--- src/rtl/mips_fact.sv ---
// Memory-mapped factorial accelerator: write N, write GO, poll STATUS, read RESULT.
// One multiply per clock while BUSY; fixed latency of max(n,1)+1 edges from the go write.
module mips_fact (
    input  logic        clk,
    input  logic        rst_n,
    input  logic        we,
    input  logic [1:0]  a,
    input  logic [31:0] wd,
    output logic [31:0] rd
);

    typedef enum logic {IDLE, BUSY} state_t;

    localparam logic [1:0] ADDR_N      = 2'd0;
    localparam logic [1:0] ADDR_GO     = 2'd1;
    localparam logic [1:0] ADDR_STATUS = 2'd2;
    localparam logic [1:0] ADDR_RESULT = 2'd3;
    localparam logic [3:0] MAX_N       = 4'd12;

    state_t      state_reg;
    logic [3:0]  n_reg;
    logic        go_reg;
    logic        done_reg;
    logic        err_reg;
    logic [3:0]  cnt_reg;
    logic [31:0] prod_reg;
    logic [31:0] result_reg;

    // Only wd[3:0] is ever stored; the upper bits are don't-care.
    logic unused_wd;
    assign unused_wd = ^wd[31:4];

    always_ff @(posedge clk) begin
        if (!rst_n) begin
            state_reg  <= IDLE;
            n_reg      <= 4'd0;
            go_reg     <= 1'b0;
            done_reg   <= 1'b0;
            err_reg    <= 1'b0;
            cnt_reg    <= 4'd0;
            prod_reg   <= 32'd1;
            result_reg <= 32'd0;
        end else begin
            case (state_reg)
                IDLE: begin
                    if (we && a == ADDR_N) begin
                        n_reg <= wd[3:0];
                    end
                    if (we && a == ADDR_GO && wd[0]) begin
                        cnt_reg  <= n_reg;
                        prod_reg <= 32'd1;
                        if (n_reg > MAX_N) begin
                            // 13! does not fit in 32 bits: flag it and never go busy.
                            err_reg  <= 1'b1;
                            done_reg <= 1'b1;
                        end else begin
                            err_reg   <= 1'b0;
                            done_reg  <= 1'b0;
                            go_reg    <= 1'b1;
                            state_reg <= BUSY;
                        end
                    end
                end
                BUSY: begin
                    if (cnt_reg > 4'd1) begin
                        prod_reg <= prod_reg * {28'd0, cnt_reg};
                        cnt_reg  <= cnt_reg - 4'd1;
                    end else begin
                        result_reg <= prod_reg;
                        done_reg   <= 1'b1;
                        go_reg     <= 1'b0;
                        state_reg  <= IDLE;
                    end
                end
                default: state_reg <= IDLE;
            endcase
        end
    end

    always_comb begin
        rd = 32'd0;
        case (a)
            ADDR_N:      rd = {28'd0, n_reg};
            ADDR_GO:     rd = {31'd0, go_reg};
            ADDR_STATUS: rd = {30'd0, err_reg, done_reg};
            ADDR_RESULT: rd = result_reg;
            default:     rd = 32'd0;
        endcase
    end

endmodule

--- config.mk ---
export PLATFORM = sky130hd
export DESIGN_NAME = mips_fact
export DESIGN_NICKNAME = d
export VERILOG_FILES = /design/src/rtl/mips_fact.sv
export SDC_FILE = /design/constraint.sdc
export NUM_CORES = 1
export LEC_CHECK = 0
export BUFFER_PORTS_ARGS = -buffer_cell sky130_fd_sc_hd__buf_4
export CAP_MARGIN = 20
export CORE_UTILIZATION = 45
export CTS_BUF_LIST = sky130_fd_sc_hd__clkbuf_16
export CTS_CLUSTER_SIZE = 14
export DETAILED_ROUTE_END_ITERATION = 7
export PLACE_DENSITY = 0.66
export SETUP_SLACK_MARGIN = 0.1
export SLEW_MARGIN = 20
export SYNTH_ARGS = -nofsm -noshare
export SYNTH_HDL_FRONTEND = slang
export SYNTH_SLANG_ARGS = --single-unit
--- constraint.sdc ---
create_clock -name clk -period 11.3 [get_ports clk]
set_input_delay 0.565 -clock clk [delete_from_list [all_inputs] [get_ports clk]]
set_output_delay 0.565 -clock clk [all_outputs]
set_load 0.05 [all_outputs]
* After elaboration in Yosys (flattened, before gate mapping)
Index checks and enable logic that the tools add are counted.
** Operators by class
- Add/subtract/negate cells :: 1
- Multipliers :: 1
- $lt $le $gt $ge :: 2
- Equality and inequality tests :: 7
- Multiplexer cells :: 19
- Bitwise logic cells :: 2
- Reductions and logical operators :: 10
** Operator list (number)
- $pmux 32 s4 :: 1
- $mux 32 :: 2
- $pmux 32 s2 :: 1
- $mul 32x4->32 :: 1
- $reduce_and 2->1 :: 5
- $mux 1 :: 9
- $mux 4 :: 2
- $pmux 4 s2 :: 1
- $ne 2x2->1 const B :: 3
- $pmux 1 s2 :: 3
- $eq 2x2->1 const B :: 2
- $gt 4x1->1 const B :: 1
- $gt 4x4->1 const B :: 1
- $sub 4x1->4 const B :: 1
- $logic_and 1x1->1 :: 3
- $reduce_and 3->1 :: 1
- $eq 2x1->1 const B :: 1
- $logic_not 2->1 :: 1
- $ne 2x1->1 const B :: 1
- $not 1->1 :: 2
** Word-level totals
- Register bits after elaboration :: 76
- Output and inout port bits :: 32
- Logic and storage cells :: 50

* Longest topological paths before layout
Gate-level depths: netlist of run 1.
- Depth in word-level cells :: 5
- Mapped depth :: 16
- Mapped depth without buffers :: 13

* Worst setup path before layout of run 1
Ideal clock, no wire load.
- Path type :: reg-to-reg
- Start :: register cnt_reg[3]
- End :: register prod_reg[25]
- Library setup time :: 119 ps
- Data arrival time :: 3499 ps
- Data required time :: 11181 ps
- Path slack :: 7682 ps
- Cell stages (with the launch flop) :: 17
- Cell sequence :: dfxtp_1 -> clkbuf_1 -> clkbuf_1 -> and2_1 -> fa_1 -> inv_1 -> fa_1 -> inv_1 -> ha_1 -> buf_6 -> a21oi_1 -> o21ai_1 -> a2111oi_2 -> o31ai_2 -> o31ai_2 -> xor2_1 -> o21ai_1
** Between the ends
- Word-level cells in the longest chain between the ends :: 3
- Elaborated cells between the ends (all ways) :: 6
- Those cells by class :: 1 x mul; 1 x order compare; 1 x eq/ne; 2 x mux; 1 x reduce/logical
** Ends and longest elaborated chain
- start, declared :: RTL line 25 : logic [3:0] cnt_reg;
- start signal, assigned :: RTL line 50 : cnt_reg <= n_reg;
- start signal, assigned :: RTL line 67 : cnt_reg <= cnt_reg - 4'd1;
- $mul 32x4->32 / $gt 4x1->1 (equally long branches) :: RTL line 66, 65
- $mux 32 / $ne 2x1->1 (equally long branches)
- $pmux 32 s2 / $reduce_and 2->1 (equally long branches)
- end signal, assigned :: RTL line 66 : prod_reg <= prod_reg * {28'd0, cnt_reg};
- end, declared :: RTL line 26 : logic [31:0] prod_reg;
Parallel ways exist; a longest one is shown, timed or not. The select of a mux whose other input is x is not followed.
A chain may end at the register's enable or synchronous reset.

* Worst setup path in the final report of run 1
- Start :: register cnt_reg[3]
- End :: register prod_reg[30]
The elaborated chain is that of the path after synthesis.

==> metrics.md, run 1 <==
| Metric | Value |
|---|---|
| Post-synthesis cell area | 7000 µm² |
| Area share of the largest cell type after synthesis | 0.217 |
| Max_cap viols | 0 |
| Initial antenna violation count | 0 |
| Fillers | ~1500 |
| CTS tree | yes |
| Cts repair resizes | 0 |
| CORE AREA | between 15000 and 20000 µm² |
| Fin. max-slew vios | 0 |
| Clock sinks | 76 |
| RSZ-0062 raised after global routing | false |
| Hold Fails Final Rpt | 0 |
| Yosys cell types | slightly below 70 |
| Leak | approximately 3.5 nW |
| Top FF cell, synth | dfxtp_1 |
| Design Power | 0.628 mW |
| Die Ht | approximately 130 µm |
| Vias in the first global route | just under 6000 |
| WP data arrival | 4.45 ns |
| Cell Chain, Critical Path | buf_4 -> nand2_1 -> fa_1 -> fa_1 -> inv_1 -> fa_1 -> a21oi_1 -> o211ai_1 -> a21oi_1 -> o31ai_2 -> a21oi_1 -> xor2_1 -> o21ai_1 |
| Leading area contributor after synthesis | dfxtp_1 |
| Critical Path Fanout Max | 26 |
| First-pass GRT wire length | just under 30000 µm |
| Worst setup path category | reg2reg |
| Total CTS buffers | 9 |
| GR Util All Layers | 0.235 |
| Slew HR | 0.372 |
| YS warnings | 0 |
| Root buf cell | clkbuf_16 |
| Least-Margin Pin Slew | between 0.9 and 1 ns |
| DR WL/cell | between 15 and 20 µm |
| Clk slew on worst S/H paths | 0.06 ns |
| Status | complete, no violations |
| Sequential fraction of the synthesis area | 0.217 |
| CP startpoint kind | flip-flop |
| DRT iter0 DRCs | just under 400 |
| Total grt overflow | 0 |
| DR vias/cell | between 5 and 6 |
| Required @ worst endpoint | around 12 ns |
| Async set or reset register ratio after synthesis | 0 |
| Clock Latency Late Sink | between 0.3 and 0.4 ns |
| Total setup buffers inserted after CTS | 0 |
| Setup TNS | 0 ns |
| Top Family by Delay on Critical Path | adder cells |
| Die Wd | 127 µm |
| Routed Antenna Nets | 0 |
| Area delta synth->final | 9.87% |
| Max clock buf depth | 2 |
| CP endpoint kind | flip-flop |
| Nets | 1040 |
| Largest net degree at the start of global routing | 56 |
| Final HPWL DP | roughly 13000 µm |
| I/O pins | 69 |
| Yosys reg bits | 76 |
| Hold Path Class | reg2reg |
| TritonRoute pass-1 iters | 5 |
| Achievable Freq | between 0.2 and 0.25 GHz |
| Syn_nets | ~1000 |
| Slowest CP cell | fa_1 |
| DIE AREA | 16000 µm² |
| Period utilization | 0.375 |
| Vias | between 5000 and 6000 |
| Pwr/cell area | 81.7 nW/µm² |
| CTS Hold Buffers Added | 0 |
| Layout cells sized above 1 | 0.0938 |
| Most common cell in the synthesized netlist | nand2_1 |
| Post-Route WL | approximately 18000 µm |
| Clock Skews | ~0.01 ns |
| Final period demand of the worst path | roughly 4.2 ns |
| Final setup vio count | 0 |
| Port Buffers | 40 |
| CTS H-Tree Depth | 3 |
| Initial Utilization | 0.460 |
| Rows | 45 |
| GPL Wtd Cong | ~0.85 |
| Commonest cells post-synth | nand2_1, inv_1, and2_1, a21oi_1, dfxtp_1 |
| Antenna cells | 0 |
| # DRC | 0 |
| Post-synthesis cell count | 904 |
| Critical path buffers and inverters | 2 |
| Post-synth EDFFs | 0 |
| Slowest stage delay, CP | about 0.55 ns |
| Syn_area_per_cell | a little under 8 µm² |
| Area contributors post-synth | dfxtp_1, fa_1, and2_1 |
| Peak VDD IR | approximately 65 µV |
[power by group]
part           internal [mW]  total, mW  switching (mW)
clock network          0.215      0.337           0.122
registers              0.269      0.270         0.00103
logic                0.00542     0.0206          0.0152
total                  0.490      0.628           0.138
[cell families after synthesis]
kind of cell | after synthesis | synth area share
and+or+nand+nor | 352 | 0.246
AOI/OAI and AO/OA | 178 | 0.163
buffers and inverters | 170 | 0.100
adders and majority gates | 91 | 0.224
DFF | 76 | 0.217
xor gates and xnor gates | 30 | 0.0376
muxes | 7 | 0.0120
[through the flow]
stage               hold slack [ns]  instances  instance area, µm²  setup WS (ns)  utilization
global placement              0.439       1089                7340           7.15        0.483
finish                        0.448       1105                7690           7.06        0.506
floorplan                     0.432        904                7000           7.68            -
CTS                           0.449       1105                7690           7.09        0.506
detailed placement            0.442       1089                7340           7.11        0.483
global route                  0.459       1105                7690           6.77        0.506
[path summary, 6_finish.rpt]
kind | start | to | slack [ns] | cells after the start
max reg2reg | cnt_reg[3] | prod_reg[30] | 7.06 | 13
max | cnt_reg[3] | prod_reg[30] | 7.06 | 13
min | result_reg[11] | result_reg[11] | 0.45 | 2
min reg2reg | result_reg[11] | result_reg[11] | 0.45 | 2
[final cells by class]
| cell class | count | area, µm² | area share |
|---|---|---|---|
| clock buffers | 9 | 225 | 0.0293 |
| clock inverters | 7 | 116 | 0.0151 |
| inverters | 119 | 447 | 0.0581 |
| multi-input cells | 658 | 4780 | 0.622 |
| flip-flops and latches | 76 | 1520 | 0.198 |
| well taps | 188 | 235 | 0.0306 |
| repair buffers | 48 | 360 | 0.0469 |
[worst register-to-register path, cell delays in order, from the launching register on]
cell      delay, ns
dfxtp_1        0.46
buf_4          0.34
nand2_1        0.13
fa_1           0.52
fa_1           0.55
inv_1          0.07
fa_1           0.46
a21oi_1        0.28
o211ai_1       0.20
a21oi_1        0.42
o31ai_2        0.18
a21oi_1        0.19
xor2_1         0.23
o21ai_1        0.08
[layer usage]
layer | part of all wire | vias up | GRT usage
li1 | - | 2933 | -
met1 | 0.48 | 2873 | 0.327
met2 | 0.45 | 166 | 0.376
met3 | 0.056 | 23 | 0.0346
met4 | 0.017 | 0 | 0.0770
met5 | 0 | - | 0
[cells in the final DEF (no fill, tap or decap), types with 10 or more instances in the layout]
cell type	count
xnor2_1	20
nand3_1	21
nor2_1	33
inv_1	119
nand2_1	149
xor2_1	10
dfxtp_1	76
fa_1	57
buf_4	48
o21ai_0	24
ha_1	34
a21o_1	10
and2_1	90
and3_1	31
a21oi_1	77
Note: power is estimated with default switching activity, not from simulation.
==> run 2, diff against run 1 <==
Settings changed: ABC_AREA from default to 1.
Clock period 11.3 ns to 4 ns, I/O delays scaled along.
==> metrics.md, run 2 <==
| Metric | Value |
|---|---|
| DR vias/cell | 4.88 |
| Post-DP Area | 8260 µm² |
| R2r setup slk | around 0.38 ns |
| Total CTS buffers | 9 |
| Post-layout instance area | 8590 µm² |
| Leak | 4.84 nW |
| CORE AREA | between 15000 and 20000 µm² |
| Sequential fraction of the synthesis area | 0.196 |
| First-pass GRT wire length | roughly 33000 µm |
| Die Wd | between 100 and 150 µm |
| Cts repair resizes | 0 |
| CTS Hold Buffers Added | 0 |
| Peak VDD IR | approximately 170 µV |
| YS warnings | 0 |
| TritonRoute pass-1 iters | 4 |
| Layout cells sized above 1 | 0.117 |
| Async set or reset register ratio after synthesis | 0 |
| Largest net degree at the start of global routing | 44 |
| DIE AREA | about 18000 µm² |
| R2R depth | 17 |
| # DRC | 0 |
| Total setup buffers inserted after CTS | 0 |
| Syn_area_per_cell | about 6.2 µm² |
| R2R Path End | prod_reg[29] |
| CTS tree | yes |
| Max clock buf depth | 2 |
| Critical Path Fanout Max | 23 |
| Initial antenna violation count | 0 |
| Beginning of the critical path | cnt_reg[1] |
| Hold Path Class | in2reg |
| Least-Margin Pin Slew | a little over 1 ns |
| Syn_nets | 1374 |
| Slew HR | 0.310 |
| Initial Utilization | 0.466 |
| Antenna cells | 0 |
| Status | complete, no violations |
| Die Ht | roughly 130 µm |
| Area occupied by multi-input gates | between 4000 and 5000 µm² |
| Post-synthesis cell count | between 1000 and 1500 |
| Nets | 1392 |
| Area contributors post-synth | dfxtp_1, nand2_1, inv_1 |
| Vias | just over 7000 |
| Leading area contributor after synthesis | dfxtp_1 |
| Worst r2r src | cnt_reg[1] |
| Vias in the first global route | about 7000 |
| Clock sinks | 76 |
| Port Buffers | 40 |
| Root buf cell | clkbuf_16 |
| Setup slack at placement | about 0.52 ns |
| Most common cell in the synthesized netlist | nand2_1 |
| Commonest cells post-synth | nand2_1, inv_1, a21oi_1, dfxtp_1, nor2_1 |
| Clock Latency Late Sink | around 0.35 ns |
| Post-synthesis cell area | around 8000 µm² |
| Setup TNS | 0 ns |
| Yosys reg bits | between 70 and 80 |
| Yosys cell types | 39 |
| Max_cap viols | 0 |
| Top FF cell, synth | dfxtp_1 |
| GR Util All Layers | 0.233 |
| Area share of the largest cell type after synthesis | 0.196 |
| Fillers | roughly 1700 |
| Most common cell after layout, fill and taps aside | nand2_1 |
| Commonest non-fill, non-tap cells in the layout | nand2_1, inv_1, a21oi_1, dfxtp_1, nor2_1 |
| Hold Fails Final Rpt | 0 |
| I/O pins | between 60 and 70 |
| CP startpoint kind | flip-flop |
| Worst setup path category | reg2reg |
| Final HPWL DP | 14600 µm |
| Area delta synth->final | 10.4% |
| DRT iter0 DRCs | 505 |
| GPL Wtd Cong | roughly 0.9 |
| Fin. max-slew vios | 0 |
| Final setup vio count | 0 |
| Achievable Freq | 0.276 GHz |
| Clk slew on worst S/H paths | approximately 0.070 ns |
| CTS H-Tree Depth | 3 |
| Period utilization | 0.905 |
| WP data arrival | between 3 and 4 ns |
| Total grt overflow | 0 |
| Post-synth EDFFs | 0 |
| Setup ws final | 0.379 ns |
| Clock Skews | approximately 0.0077 ns |
| Critical Path End | prod_reg[29] |
| RSZ-0062 raised after global routing | false |
| Required @ worst endpoint | about 4.3 ns |
| CP endpoint kind | flip-flop |
| Pwr/cell area | 208 nW/µm² |
| Reg area | between 1500 and 2000 µm² |
| DR WL/cell | ~13 µm |
| Routed Antenna Nets | 0 |
| Post-Route WL | 19200 µm |
| Worst hold slack | 0.110 ns |
| Rows | 47 |
| Final period demand of the worst path | around 3.6 ns |
run 2: logic make-up after synthesis:
| family | after synthesis | synth area share |
|---|---|---|
| flops | 76 | 0.196 |
| fa+ha+maj | 91 | 0.201 |
| buf+inv | 377 | 0.187 |
| compound gates | 153 | 0.105 |
| xor+xnor | 3 | 0.00338 |
| simple gates | 546 | 0.308 |
run 2: worst max-delay path, stage by stage, from the launching register on:
cell	delay, ns
dfxtp_1	0.47
buf_12	0.24
nand2_1	0.07
inv_1	0.05
fa_1	0.47
inv_1	0.05
fa_1	0.54
inv_1	0.05
ha_1	0.41
nand2_2	0.16
inv_1	0.05
a21oi_1	0.19
nand2_1	0.12
a21oi_1	0.21
nand2_1	0.09
nand2_1	0.07
nand3_1	0.14
a21oi_2	0.15
run 2: layer usage:
layer  GRT usage  up-vias  part of all wire
met5           0        -                 0
met3      0.0270       26             0.054
met4      0.0833        0             0.019
met2       0.363      185              0.43
li1            -     3703                 -
met1       0.333     3351              0.50
run 2: power breakdown:
| part | internal (mW) | switching, mW | leakage, nW |
|---|---|---|---|
| combinational | 0.0287 | 0.0697 | 4.07 |
| clock | 0.551 | 0.357 | 0.154 |
| sequential | 0.769 | 0.00636 | 0.614 |
| total | 1.35 | 0.433 | 4.84 |
run 2: worst min-delay path by stage:
stage	startpoint	cells past startpoint	slack, ns	endpoint
2_1_floorplan	wd[0]	2	0.36	n_reg[0]
6_report	wd[3]	3	0.11	n_reg[3]
3_3_place_gp	result_reg[24]	2	0.44	result_reg[24]
4_1_cts	wd[3]	3	0.11	n_reg[3]
3_5_place_dp	result_reg[25]	2	0.44	result_reg[25]
5_1_grt	wd[3]	3	0.14	n_reg[3]
run 2: metrics by stage:
step / instances / total power, mW / util
floorplan: 1246 / 0.859 / -
CTS: 1489 / 1.80 / 0.514
global placement: 1473 / 0.890 / 0.495
finish: 1489 / 1.78 / 0.514
detailed placement: 1473 / 0.891 / 0.495
global route: 1489 / 1.84 / 0.514
run 2: area by class of cell:
type,count,share of cell area
multi-input combinational,793,0.559
sequential,76,0.177
inverter,338,0.148
timing repair buffer,46,0.0461
tap,220,0.0321
clock buffer,9,0.0262
clock inverter,7,0.0114
==> run 3, diff against run 2 <==
--- a/config.mk
+++ b/config.mk
@@ -9,9 +9,9 @@
 export BUFFER_PORTS_ARGS = -buffer_cell sky130_fd_sc_hd__buf_4
 export CAP_MARGIN = 20
-export CORE_UTILIZATION = 45
+export CORE_UTILIZATION = 25
 export CTS_BUF_LIST = sky130_fd_sc_hd__clkbuf_16
 export CTS_CLUSTER_SIZE = 14
 export DETAILED_ROUTE_END_ITERATION = 7
-export PLACE_DENSITY = 0.66
+export PLACE_DENSITY = 0.43
 export SETUP_SLACK_MARGIN = 0.1
 export SLEW_MARGIN = 20
==> constraint.sdc (replaced) <==
create_clock -name clk -period 4 [get_ports clk]
set_input_delay 0.2 -clock clk [delete_from_list [all_inputs] [get_ports clk]]
set_output_delay 0.2 -clock clk [all_outputs]
set_load 0.02 [all_outputs]
==> metrics.md, run 3 (synthesis gave the netlist of run 2 again) <==
| Metric | Value |
|---|---|
| Status | complete, no violations |
| Worst r2r src | cnt_reg[3] |
| Root buf cell | clkbuf_16 |
| GR Util met1 | 0.206 |
| Clock sinks | 76 |
| Cell Chain, Critical Path | nand2_1 -> fa_1 -> fa_1 -> inv_1 -> fa_1 -> nand3_1 -> nand3_2 -> nand3_1 -> nand3_2 -> nand2_1 -> nand2_1 -> nand2_1 -> nand3_1 -> a21oi_1 |
| GR Util All Layers | 0.148 |
| Worst hold slack | ~0.10 ns |
| Slew HR | 0.492 |
| DR vias/cell | 4.28 |
| Top Family by Delay on Critical Path | adder cells |
| Worst setup path category | reg2reg |
| Total setup buffers inserted after CTS | 0 |
| Worst path most repeated cell | nand2_1 |
| Vias in the first global route | roughly 7000 |
| First-pass GRT wire length | roughly 37000 µm |
| Max_cap viols | 0 |
| Least-Margin Pin Slew | between 0.7 and 0.8 ns |
| R2R depth | 14 |
| Busiest grt layer | met2 |
| Rows | 64 |
| Die Ht | ~180 µm |
| Setup TNS | 0 ns |
| Hold path start | wd[3] |
| Vias | between 7000 and 8000 |
| Met3 usage in global routing | 0.0158 |
| Fillers | 3489 |
| Total CTS buffers | 9 |
| CTS H-Tree Depth | 3 |
| Pwr/cell area | a little under 200 nW/µm² |
| Final setup vio count | 0 |
| Post-Place Cells | around 1700 |
| Area occupied by multi-input gates | between 4000 and 5000 µm² |
| WP data arrival | 3.90 ns |
| R2r setup slk | between 0.3 and 0.4 ns |
| Cts repair resizes | 0 |
| Clock Skews | between 0.008 and 0.009 ns |
| GR Layer Usage met2 | 0.241 |
| # DRC | 0 |
| Reg area | approximately 1500 µm² |
| Hold EP | n_reg[3] |
| Leak | around 4.8 nW |
| Initial Utilization | 0.254 |
| Port Buffers | 40 |
| R2R Path End | prod_reg[30] |
| Hold Path Class | in2reg |
| Commonest non-fill, non-tap cells in the layout | nand2_1, inv_1, a21oi_1, dfxtp_1, nor2_1 |
| Final period demand of the worst path | 3.61 ns |
| CP startpoint kind | flip-flop |
| Design Power | between 1.5 and 2 mW |
| Routed Antenna Nets | 0 |
| Die Wd | ~180 µm |
| CTS Hold Buffers Added | 0 |
| TritonRoute pass-1 iters | 4 |
| Critical Path Fanout Max | 10 |
| Peak VDD IR | approximately 160 µV |
| Clock Latency Late Sink | 0.36 ns |
| Most common cell after layout, fill and taps aside | nand2_1 |
| GPL Wtd Cong | 0.810 |
| Core Util, Final | 0.288 |
| Achievable Freq | between 0.2 and 0.3 GHz |
| Slowest CP cell | dfxtp_1 |
| Total grt overflow | 0 |
| DRT iter0 DRCs | around 280 |
| Required @ worst endpoint | 4.29 ns |
| Period utilization | 0.901 |
| CTS tree | yes |
| I/O pins | between 60 and 70 |
| Slowest stage delay, CP | about 0.63 ns |
| CORE AREA | roughly 30000 µm² |
| Layout cells sized above 1 | 0.121 |
| DIE AREA | between 30000 and 40000 µm² |
| Clk slew on worst S/H paths | around 0.070 ns |
| Hold Fails Final Rpt | 0 |
| Max clock buf depth | 2 |
| Worst hold stages | 3 |
| CP endpoint kind | flip-flop |
| Critical path buffers and inverters | 1 |
| Area delta synth->final | 13.2% |
| DR WL/cell | 13.1 µm |
| Antenna cells | 0 |
| Initial antenna violation count | 0 |
| RSZ-0062 raised after global routing | false |
| Post-Route WL | roughly 22000 µm |
| Nets | about 1400 |
| Fin. max-slew vios | 0 |
| Final HPWL DP | around 17000 µm |
| Largest net degree at the start of global routing | between 40 and 50 |
| Post-Layout Cell Count | 1669 |
==> run 3: stage by stage <==
step | cell area (µm²) | worst slack (ns)
floorplan | 7770 | 0.528
global placement | 8510 | 0.411
detailed placement | 8510 | 0.376
CTS | 8800 | 0.354
global route | 8800 | 0.133
finish | 8800 | 0.394
==> run 3: power by group <==
part | switching (mW) | total (mW) | internal (mW)
clock network | 0.400 | 0.831 | 0.431
registers | 0.00790 | 0.776 | 0.769
logic | 0.0635 | 0.0931 | 0.0296
==> run 3: how the worst max path moves through the flow <==
stage	start	to	slack (ns)	depth (start not counted)
after floorplan	cnt_reg[3]	prod_reg[18]	0.53	17
final	cnt_reg[3]	prod_reg[30]	0.39	14
after CTS	cnt_reg[3]	prod_reg[30]	0.35	14
after global routing	cnt_reg[3]	prod_reg[30]	0.13	17
after global placement	cnt_reg[3]	prod_reg[30]	0.41	14
after detailed placement	cnt_reg[3]	prod_reg[30]	0.38	14
==> run 3: layer usage <==
metal	up-vias	wire (µm)
li1	3716	-
met1	3324	11300
met2	79	9700
met3	17	546
met4	0	266
met5	-	0
==> run 3: area by class of cell <==
cell class / instances / share of cell area
Clock inverter: 7 / 0.00683
Sequential cell: 76 / 0.173
Multi-Input combinational cell: 793 / 0.546
Inverter: 338 / 0.144
Tap cell: 396 / 0.0563
Timing Repair Buffer: 50 / 0.0484
Clock buffer: 9 / 0.0256
==> run 3: tightest hold or removal path, cell delays in order <==
cell,delay (ns)
buf_4,0.07
o21ai_0,0.07
nor2_1,0.08
